==> src/rtl/hazard_pkg.sv <==
// Shared types and widths for the pipeline hazard controller.
package hazard_pkg;
  typedef enum logic [1:0] {RUN = 2'd0, DWAIT = 2'd1, HALT = 2'd2} hstate_t;
  localparam int REG_W     = 5;
  localparam int DEF_CNT_W = 16;
endpackage

==> src/rtl/hazard_unit_if.sv <==
// Control bundle between the pipeline datapath (master) and the hazard unit (slave).
interface hazard_unit_if import hazard_pkg::*; #(parameter int CNT_W = DEF_CNT_W);
  logic             ihit;
  logic             dhit;
  logic [REG_W-1:0] id_rs;
  logic [REG_W-1:0] id_rt;
  logic             ex_dren;
  logic [REG_W-1:0] ex_rd;
  logic             mem_dren;
  logic             mem_dwen;
  logic             branch_taken;
  logic             wb_halt;
  logic             pc_en;
  logic             ifid_en;
  logic             idex_en;
  logic             exmem_en;
  logic             memwb_en;
  logic             ifid_flush;
  logic             idex_flush;
  logic             halted;
  logic [CNT_W-1:0] stall_cycles;
  logic [CNT_W-1:0] flush_events;
  logic [CNT_W-1:0] lu_events;

  modport master (
    output ihit, dhit, id_rs, id_rt, ex_dren, ex_rd, mem_dren, mem_dwen,
           branch_taken, wb_halt,
    input  pc_en, ifid_en, idex_en, exmem_en, memwb_en, ifid_flush, idex_flush,
           halted, stall_cycles, flush_events, lu_events
  );

  modport slave (
    input  ihit, dhit, id_rs, id_rt, ex_dren, ex_rd, mem_dren, mem_dwen,
           branch_taken, wb_halt,
    output pc_en, ifid_en, idex_en, exmem_en, memwb_en, ifid_flush, idex_flush,
           halted, stall_cycles, flush_events, lu_events
  );
endinterface

==> src/rtl/hazard_unit_sat_counter.sv <==
// Event counter that sticks at all-ones instead of wrapping.
module sat_counter #(
  parameter int W = 16
) (
  input  logic         CLK,
  input  logic         nRST,
  input  logic         inc,
  input  logic         en,
  output logic [W-1:0] count
);
  logic [W-1:0] r_count;

  always_ff @(posedge CLK or negedge nRST) begin
    if (!nRST) begin
      r_count <= '0;
    end else if (en && inc && !(&r_count)) begin
      r_count <= r_count + 1'b1;
    end
  end

  assign count = r_count;
endmodule

==> src/rtl/hazard_unit.sv <==
// Pipeline hazard controller: stalls, bubbles and flushes for load-use, redirects,
// memory waits and halt; outputs are combinational from state and inputs.
module hazard_unit import hazard_pkg::*; #(
  parameter int CNT_W = DEF_CNT_W
) (
  input  logic          CLK,
  input  logic          nRST,
  hazard_unit_if.slave  bus
);
  hstate_t r_state;
  hstate_t w_next_state;
  logic    w_dwait;
  logic    w_lu;
  logic    w_pc_en, w_ifid_en, w_idex_en, w_exmem_en, w_memwb_en;
  logic    w_ifid_flush, w_idex_flush;
  logic    w_stall_inc, w_flush_inc, w_lu_inc;
  logic    w_cnt_en;

  assign w_dwait = (bus.mem_dren | bus.mem_dwen) & ~bus.dhit;
  assign w_lu    = bus.ex_dren & (bus.ex_rd != '0) &
                   ((bus.ex_rd == bus.id_rs) | (bus.ex_rd == bus.id_rt));

  always_ff @(posedge CLK or negedge nRST) begin
    if (!nRST) begin
      r_state <= RUN;
    end else begin
      r_state <= w_next_state;
    end
  end

  always_comb begin
    w_next_state = r_state;
    w_pc_en      = 1'b0;
    w_ifid_en    = 1'b0;
    w_idex_en    = 1'b0;
    w_exmem_en   = 1'b0;
    w_memwb_en   = 1'b0;
    w_ifid_flush = 1'b0;
    w_idex_flush = 1'b0;
    w_stall_inc  = 1'b0;
    w_flush_inc  = 1'b0;
    w_lu_inc     = 1'b0;
    case (r_state)
      RUN, DWAIT: begin
        if (bus.wb_halt) begin
          w_next_state = HALT;
        end else if (r_state == RUN && w_dwait) begin
          w_next_state = DWAIT;
        end else if (r_state == DWAIT && bus.dhit) begin
          w_next_state = RUN;
        end

        if (bus.wb_halt || w_dwait || (bus.branch_taken && !bus.ihit)) begin
          // full freeze: everything already defaulted to 0
        end else if (bus.branch_taken) begin
          {w_pc_en, w_ifid_en, w_idex_en, w_exmem_en, w_memwb_en} = '1;
          w_ifid_flush = 1'b1;
          w_idex_flush = 1'b1;
          w_flush_inc  = 1'b1;
        end else if (w_lu) begin
          {w_idex_en, w_exmem_en, w_memwb_en} = '1;
          w_idex_flush = 1'b1;
          w_lu_inc     = 1'b1;
        end else if (!bus.ihit) begin
          {w_ifid_en, w_idex_en, w_exmem_en, w_memwb_en} = '1;
          w_ifid_flush = 1'b1;
        end else begin
          {w_pc_en, w_ifid_en, w_idex_en, w_exmem_en, w_memwb_en} = '1;
        end
        w_stall_inc = ~w_pc_en;
      end
      default: begin
        w_next_state = HALT;
      end
    endcase
  end

  // Reset holds every latch closed regardless of the inputs.
  assign bus.pc_en      = w_pc_en      & nRST;
  assign bus.ifid_en    = w_ifid_en    & nRST;
  assign bus.idex_en    = w_idex_en    & nRST;
  assign bus.exmem_en   = w_exmem_en   & nRST;
  assign bus.memwb_en   = w_memwb_en   & nRST;
  assign bus.ifid_flush = w_ifid_flush & nRST;
  assign bus.idex_flush = w_idex_flush & nRST;
  assign bus.halted     = (r_state == HALT);

  assign w_cnt_en = (r_state != HALT);

  sat_counter #(.W(CNT_W)) u_stall_cnt (
    .CLK(CLK), .nRST(nRST), .inc(w_stall_inc), .en(w_cnt_en), .count(bus.stall_cycles)
  );
  sat_counter #(.W(CNT_W)) u_flush_cnt (
    .CLK(CLK), .nRST(nRST), .inc(w_flush_inc), .en(w_cnt_en), .count(bus.flush_events)
  );
  sat_counter #(.W(CNT_W)) u_lu_cnt (
    .CLK(CLK), .nRST(nRST), .inc(w_lu_inc), .en(w_cnt_en), .count(bus.lu_events)
  );
endmodule

==> src/flat_wrapper.sv <==
// flat-port wrapper written by rule: the top's interface ports become plain ports
module hazard_unit_flat import hazard_pkg::*;
#(
  parameter int CNT_W = DEF_CNT_W
)
  (CLK, nRST, bus_ihit, bus_dhit, bus_id_rs, bus_id_rt, bus_ex_dren, bus_ex_rd, bus_mem_dren, bus_mem_dwen, bus_branch_taken, bus_wb_halt, bus_pc_en, bus_ifid_en, bus_idex_en, bus_exmem_en, bus_memwb_en, bus_ifid_flush, bus_idex_flush, bus_halted, bus_stall_cycles, bus_flush_events, bus_lu_events);
  hazard_unit_if #(.CNT_W(CNT_W)) bus_i ();
  input  logic CLK;
  input  logic nRST;
  input wire logic [$bits(bus_i.ihit)-1:0] bus_ihit;
  input wire logic [$bits(bus_i.dhit)-1:0] bus_dhit;
  input wire logic [$bits(bus_i.id_rs)-1:0] bus_id_rs;
  input wire logic [$bits(bus_i.id_rt)-1:0] bus_id_rt;
  input wire logic [$bits(bus_i.ex_dren)-1:0] bus_ex_dren;
  input wire logic [$bits(bus_i.ex_rd)-1:0] bus_ex_rd;
  input wire logic [$bits(bus_i.mem_dren)-1:0] bus_mem_dren;
  input wire logic [$bits(bus_i.mem_dwen)-1:0] bus_mem_dwen;
  input wire logic [$bits(bus_i.branch_taken)-1:0] bus_branch_taken;
  input wire logic [$bits(bus_i.wb_halt)-1:0] bus_wb_halt;
  output wire logic [$bits(bus_i.pc_en)-1:0] bus_pc_en;
  output wire logic [$bits(bus_i.ifid_en)-1:0] bus_ifid_en;
  output wire logic [$bits(bus_i.idex_en)-1:0] bus_idex_en;
  output wire logic [$bits(bus_i.exmem_en)-1:0] bus_exmem_en;
  output wire logic [$bits(bus_i.memwb_en)-1:0] bus_memwb_en;
  output wire logic [$bits(bus_i.ifid_flush)-1:0] bus_ifid_flush;
  output wire logic [$bits(bus_i.idex_flush)-1:0] bus_idex_flush;
  output wire logic [$bits(bus_i.halted)-1:0] bus_halted;
  output wire logic [$bits(bus_i.stall_cycles)-1:0] bus_stall_cycles;
  output wire logic [$bits(bus_i.flush_events)-1:0] bus_flush_events;
  output wire logic [$bits(bus_i.lu_events)-1:0] bus_lu_events;
  assign bus_i.ihit = bus_ihit;
  assign bus_i.dhit = bus_dhit;
  assign bus_i.id_rs = bus_id_rs;
  assign bus_i.id_rt = bus_id_rt;
  assign bus_i.ex_dren = bus_ex_dren;
  assign bus_i.ex_rd = bus_ex_rd;
  assign bus_i.mem_dren = bus_mem_dren;
  assign bus_i.mem_dwen = bus_mem_dwen;
  assign bus_i.branch_taken = bus_branch_taken;
  assign bus_i.wb_halt = bus_wb_halt;
  assign bus_pc_en = bus_i.pc_en;
  assign bus_ifid_en = bus_i.ifid_en;
  assign bus_idex_en = bus_i.idex_en;
  assign bus_exmem_en = bus_i.exmem_en;
  assign bus_memwb_en = bus_i.memwb_en;
  assign bus_ifid_flush = bus_i.ifid_flush;
  assign bus_idex_flush = bus_i.idex_flush;
  assign bus_halted = bus_i.halted;
  assign bus_stall_cycles = bus_i.stall_cycles;
  assign bus_flush_events = bus_i.flush_events;
  assign bus_lu_events = bus_i.lu_events;
  hazard_unit #(.CNT_W(CNT_W)) u_core (.CLK(CLK), .nRST(nRST), .bus(bus_i));
endmodule
==> config.mk <==
export PLATFORM = sky130hd
export DESIGN_NAME = hazard_unit_flat
export DESIGN_NICKNAME = d
export VERILOG_FILES = /design/src/rtl/hazard_pkg.sv /design/src/rtl/hazard_unit_if.sv /design/src/rtl/hazard_unit_sat_counter.sv /design/src/rtl/hazard_unit.sv /design/src/flat_wrapper.sv
export SDC_FILE = /design/constraint.sdc
export NUM_CORES = 1
export LEC_CHECK = 0
export CORE_AREA = 10 10 64 119
export DETAILED_ROUTE_END_ITERATION = 7
export DIE_AREA = 0 0 74 129
export GPL_ROUTABILITY_DRIVEN = 1
export GPL_TIMING_DRIVEN = 0
export PLACE_DENSITY = 0.79
export SYNTH_ARGS = -nofsm -noshare
export SYNTH_HDL_FRONTEND = slang
export SYNTH_SLANG_ARGS = --single-unit
==> constraint.sdc <==
create_clock -name CLK -period 2.37 [get_ports CLK]
set_input_delay 0.474 -clock CLK [delete_from_list [all_inputs] [get_ports CLK]]
set_output_delay 0.474 -clock CLK [all_outputs]
set_load 0.02 [all_outputs]
==> metrics.md <==
| Metric | Value |
|---|---|
| Top FF cell, synth | `dfrtp_1` |
| CP Data Required Time | `1900 ps` |
| Status | `completed` |
| CP max stage delay | `530 ps` |
| CP top delay family | `simple AND/OR/NAND/NOR gates` |
| DP Wirelength | `5.12 mm` |
| First-pass GRT wire length | `10.9 mm` |
| Kind of critical path | `primary input to output port` |
| Via/cell ratio | `5.36` |
| Hold_ws | `106 ps` |
| Reg2reg end | `u_core.u_lu_cnt.count[15]$_DFFE_PN0P_` |
| Yosys cell types | `45` |
| Drt wl/cell | `16.4 µm` |
| # IOs | `80` |
| Tmin final | `2330 ps` |
| WP data arrival | `1860 ps` |
| Cts bufs inserted | `5` |
| CTS tree | `built` |
| CP Launch Point | `bus_ex_rd[3]` |
| WL final | `6.65 mm` |
| Synth warnings | `0` |
| Syn Nets | `273` |
| Pin count of the biggest net entering global routing | `30` |
| DP Cell Count | `387` |
| Pwr Density | `474 nW/µm²` |
| FP Rows | `39` |
| Clock sinks | `50` |
| Initial core utilization | `46.1%` |
| Final setup violation count | `0` |
| Fillers | `461` |
| ANT nets after route | `0` |
| Port Buffer Count | `79` |
| Gr usage total | `14.2%` |
| CP cell instances | `buf_2, or4_4, o21ai_4, or2b_4, o21ai_4, nor3b_2, buf_4` |
| DR pass1 iterations | `4` |
| Critical Path Fanout Max | `3` |
| Most common cell after layout, fill and taps aside | `clkdlybuf4s50_1` |
| Worst reg-to-reg setup slack | `280 ps` |
| Clock tree buffer depth | `2` |
| # DRC | `0` |
| RePlAce Congestion | `0.814` |
| CTS root buf | `clkbuf_16` |
| Worst hold path type | `primary input to asynchronous set/reset pin` |
| Max-cap violations | `0` |
| Core box area | `5710 µm²` |
| Die Ht | `129 µm` |
| Register bit total from synthesis | `50` |
| Critical R2R Launch | `u_core.r_state[1]$_DFFE_PN0P_` |
| Syn Area/Cell | `10.7 µm²` |
| Area Growth Syn to Fin | `44.6%` |
| Fmax | `429 MHz` |
| Most frequent cells in the layout | `clkdlybuf4s50_1, dfrtp_1, xnor2_1` |
| Largest cells by area after synthesis | `dfrtp_1, xnor2_1, xor2_1, nand4_1, nand3_1` |
| Die Width | `74 µm` |
| DRT iter0 DRCs | `106` |
| Startpoint types | `primary input` |
| Worst-path clk slew | `70 ps` |
| Final Cycle Share | `98.3%` |
| Synth Instances | `246` |
| Hold_buf cts | `0` |
| Area of the multi-input gates | `1400 µm²` |
| GRT overflow | `0` |
| Crit. End Element | `output port` |
| Slew headroom | `56.2%` |
| Worst path bufs/invs | `2` |
| Reg area | `1250 µm²` |
| CP max stage cell | `or4_4` |
| Sequential share of the synthesized area | `47.6%` |
| Top cell type's share of synthesized area | `47.6%` |
| # diodes | `0` |
| Clock latency on the worst-skew pair | `290 ps` |
| Crit path top cell by count | `o21ai_4` |
| Initial antenna violation count | `0` |
| Non-Filler Instances | `406` |
| Final #Nets | `371` |
| Layout cell share with drive strength beyond 1 | `18.8%` |
| CP Capture Point | `bus_pc_en` |
| Count of final hold-check violations | `0` |
| Post-synth top area cell | `dfrtp_1` |
| Vias in the first global route | `2327` |
| Max Transition Viols Final | `0` |
| Worst VDD drop | `0.000651 V` |
| Die Area | `9550 µm²` |
| EDFF count, synth | `0` |
| Tightest Pin Transition | `652 ps` |
| Ys async rst share | `100%` |
| Via count | `2177` |
| Worst reg-to-reg path cell count | `7` |
| Synthesized area | `2630 µm²` |
| Levels on crit path | `7` |
| Final Skew | `6.42 ps` |
| RSZ-0062 raised after global routing | `false` |
| Leakage | `0.00168 µW` |
| H-Tree Depth | `2` |
## routing by layer
metal  global-route usage [%]  part of all wire, %  vias up  routed length (µm)
met1                     14.2                   36     1036                2370
met5                        0                    0        -                   0
met3                     5.39                  8.6       12                 569
met4                     6.62                  2.5        0                 167
li1                         -                    -     1054                   -
met2                     24.8                   53       75                3550
## where the power goes
part / switching, µW / leakage [µW] / internal (µW)
logic: 98.0 / 0.000922 / 96.2
registers: 22.1 / 0.000686 / 869
clock network: 299 / 0.0000739 / 419
total: 419 / 0.00168 / 1380
## state kept, by name, summed over array words and instances (netlist names)
register	flops
u_core.u_flush_cnt.count	16
u_core.u_lu_cnt.count	16
u_core.u_stall_cnt.count	16
u_core.r_state	2
## how the worst min path moves through the flow
stage	from	end	slack, ps	depth (start not counted)
after floorplan	nRST	u_core.r_state[0]$_DFFE_PN0P_	180	0
after global placement	u_core.u_flush_cnt.count[10]$_DFFE_PN0P_	u_core.u_flush_cnt.count[10]$_DFFE_PN0P_	470	1
after detailed placement	u_core.u_flush_cnt.count[10]$_DFFE_PN0P_	u_core.u_flush_cnt.count[10]$_DFFE_PN0P_	480	1
after CTS	nRST	u_core.u_lu_cnt.count[0]$_DFFE_PN0P_	180	1
after global routing	nRST	u_core.u_stall_cnt.count[0]$_DFFE_PN0P_	130	1
final	nRST	u_core.u_lu_cnt.count[0]$_DFFE_PN0P_	110	1
## cell usage after synthesis (2+ instances only)
library cell,number
xnor2_1,35
mux2_2,4
nor3b_1,2
dfrtp_1,50
and3_1,7
nor3_1,8
inv_1,4
and2_1,2
buf_6,2
buf_4,2
and4_1,2
nand4_1,18
ha_1,3
clkbuf_1,2
o21a_1,2
nor3_2,3
xor2_1,18
nor2_1,16
nand3_1,19
nand2_1,22
## per-stage QoR
stage               TNS [ps]  worst slack [ps]  cell area (µm²)  util (%)  power (µW)
global placement      -51920             -2360             3510      61.4        1080
global route               0              1.22             3800      66.6        1870
floorplan                  0              66.6             2640         -         970
finish                     0              40.6             3800      66.6        1800
CTS                    -30.8             -25.6             3730      65.4        1820
detailed placement     -8190             -1000             3520      61.7        1080
## repair_timing
item | CTS | global route
pin swaps | 13 | 13
resized for setup | 67 | 15
endpoints found under the setup margin | 7 | 7
buffers inserted | 7 | 4
## kinds of logic after synthesis
| logic type | after synthesis | share of synthesized area, % |
|---|---|---|
| and+or+nand+nor | 113 | 24.1 |
| buffers and inverters | 10 | 2.28 |
| xor gates and xnor gates | 53 | 17.6 |
| muxes | 5 | 2.28 |
| DFF | 50 | 47.6 |
| AOI/OAI and AO/OA | 12 | 4.71 |
| adders and majority gates | 3 | 1.43 |
## worst reg2reg max path, stage by stage, from the launching register on
cell     delay (ps)
dfrtp_1         450
or2_4           290
or2_4           280
buf_4           150
a211o_1         270
nor3_4          260
nand3_1         140
xnor2_1         160
## layout make-up
class,count,area share [%]
Inverter,4,0.395
Multi-Input combinational cell,186,36.8
Tap cell,61,2.01
Clock buffer,7,3.75
Clock inverter,1,0.132
Buffer,6,1.18
Sequential cell,50,32.9
Timing Repair Buffer,91,22.8
Note: power is estimated with default switching activity, not from simulation.
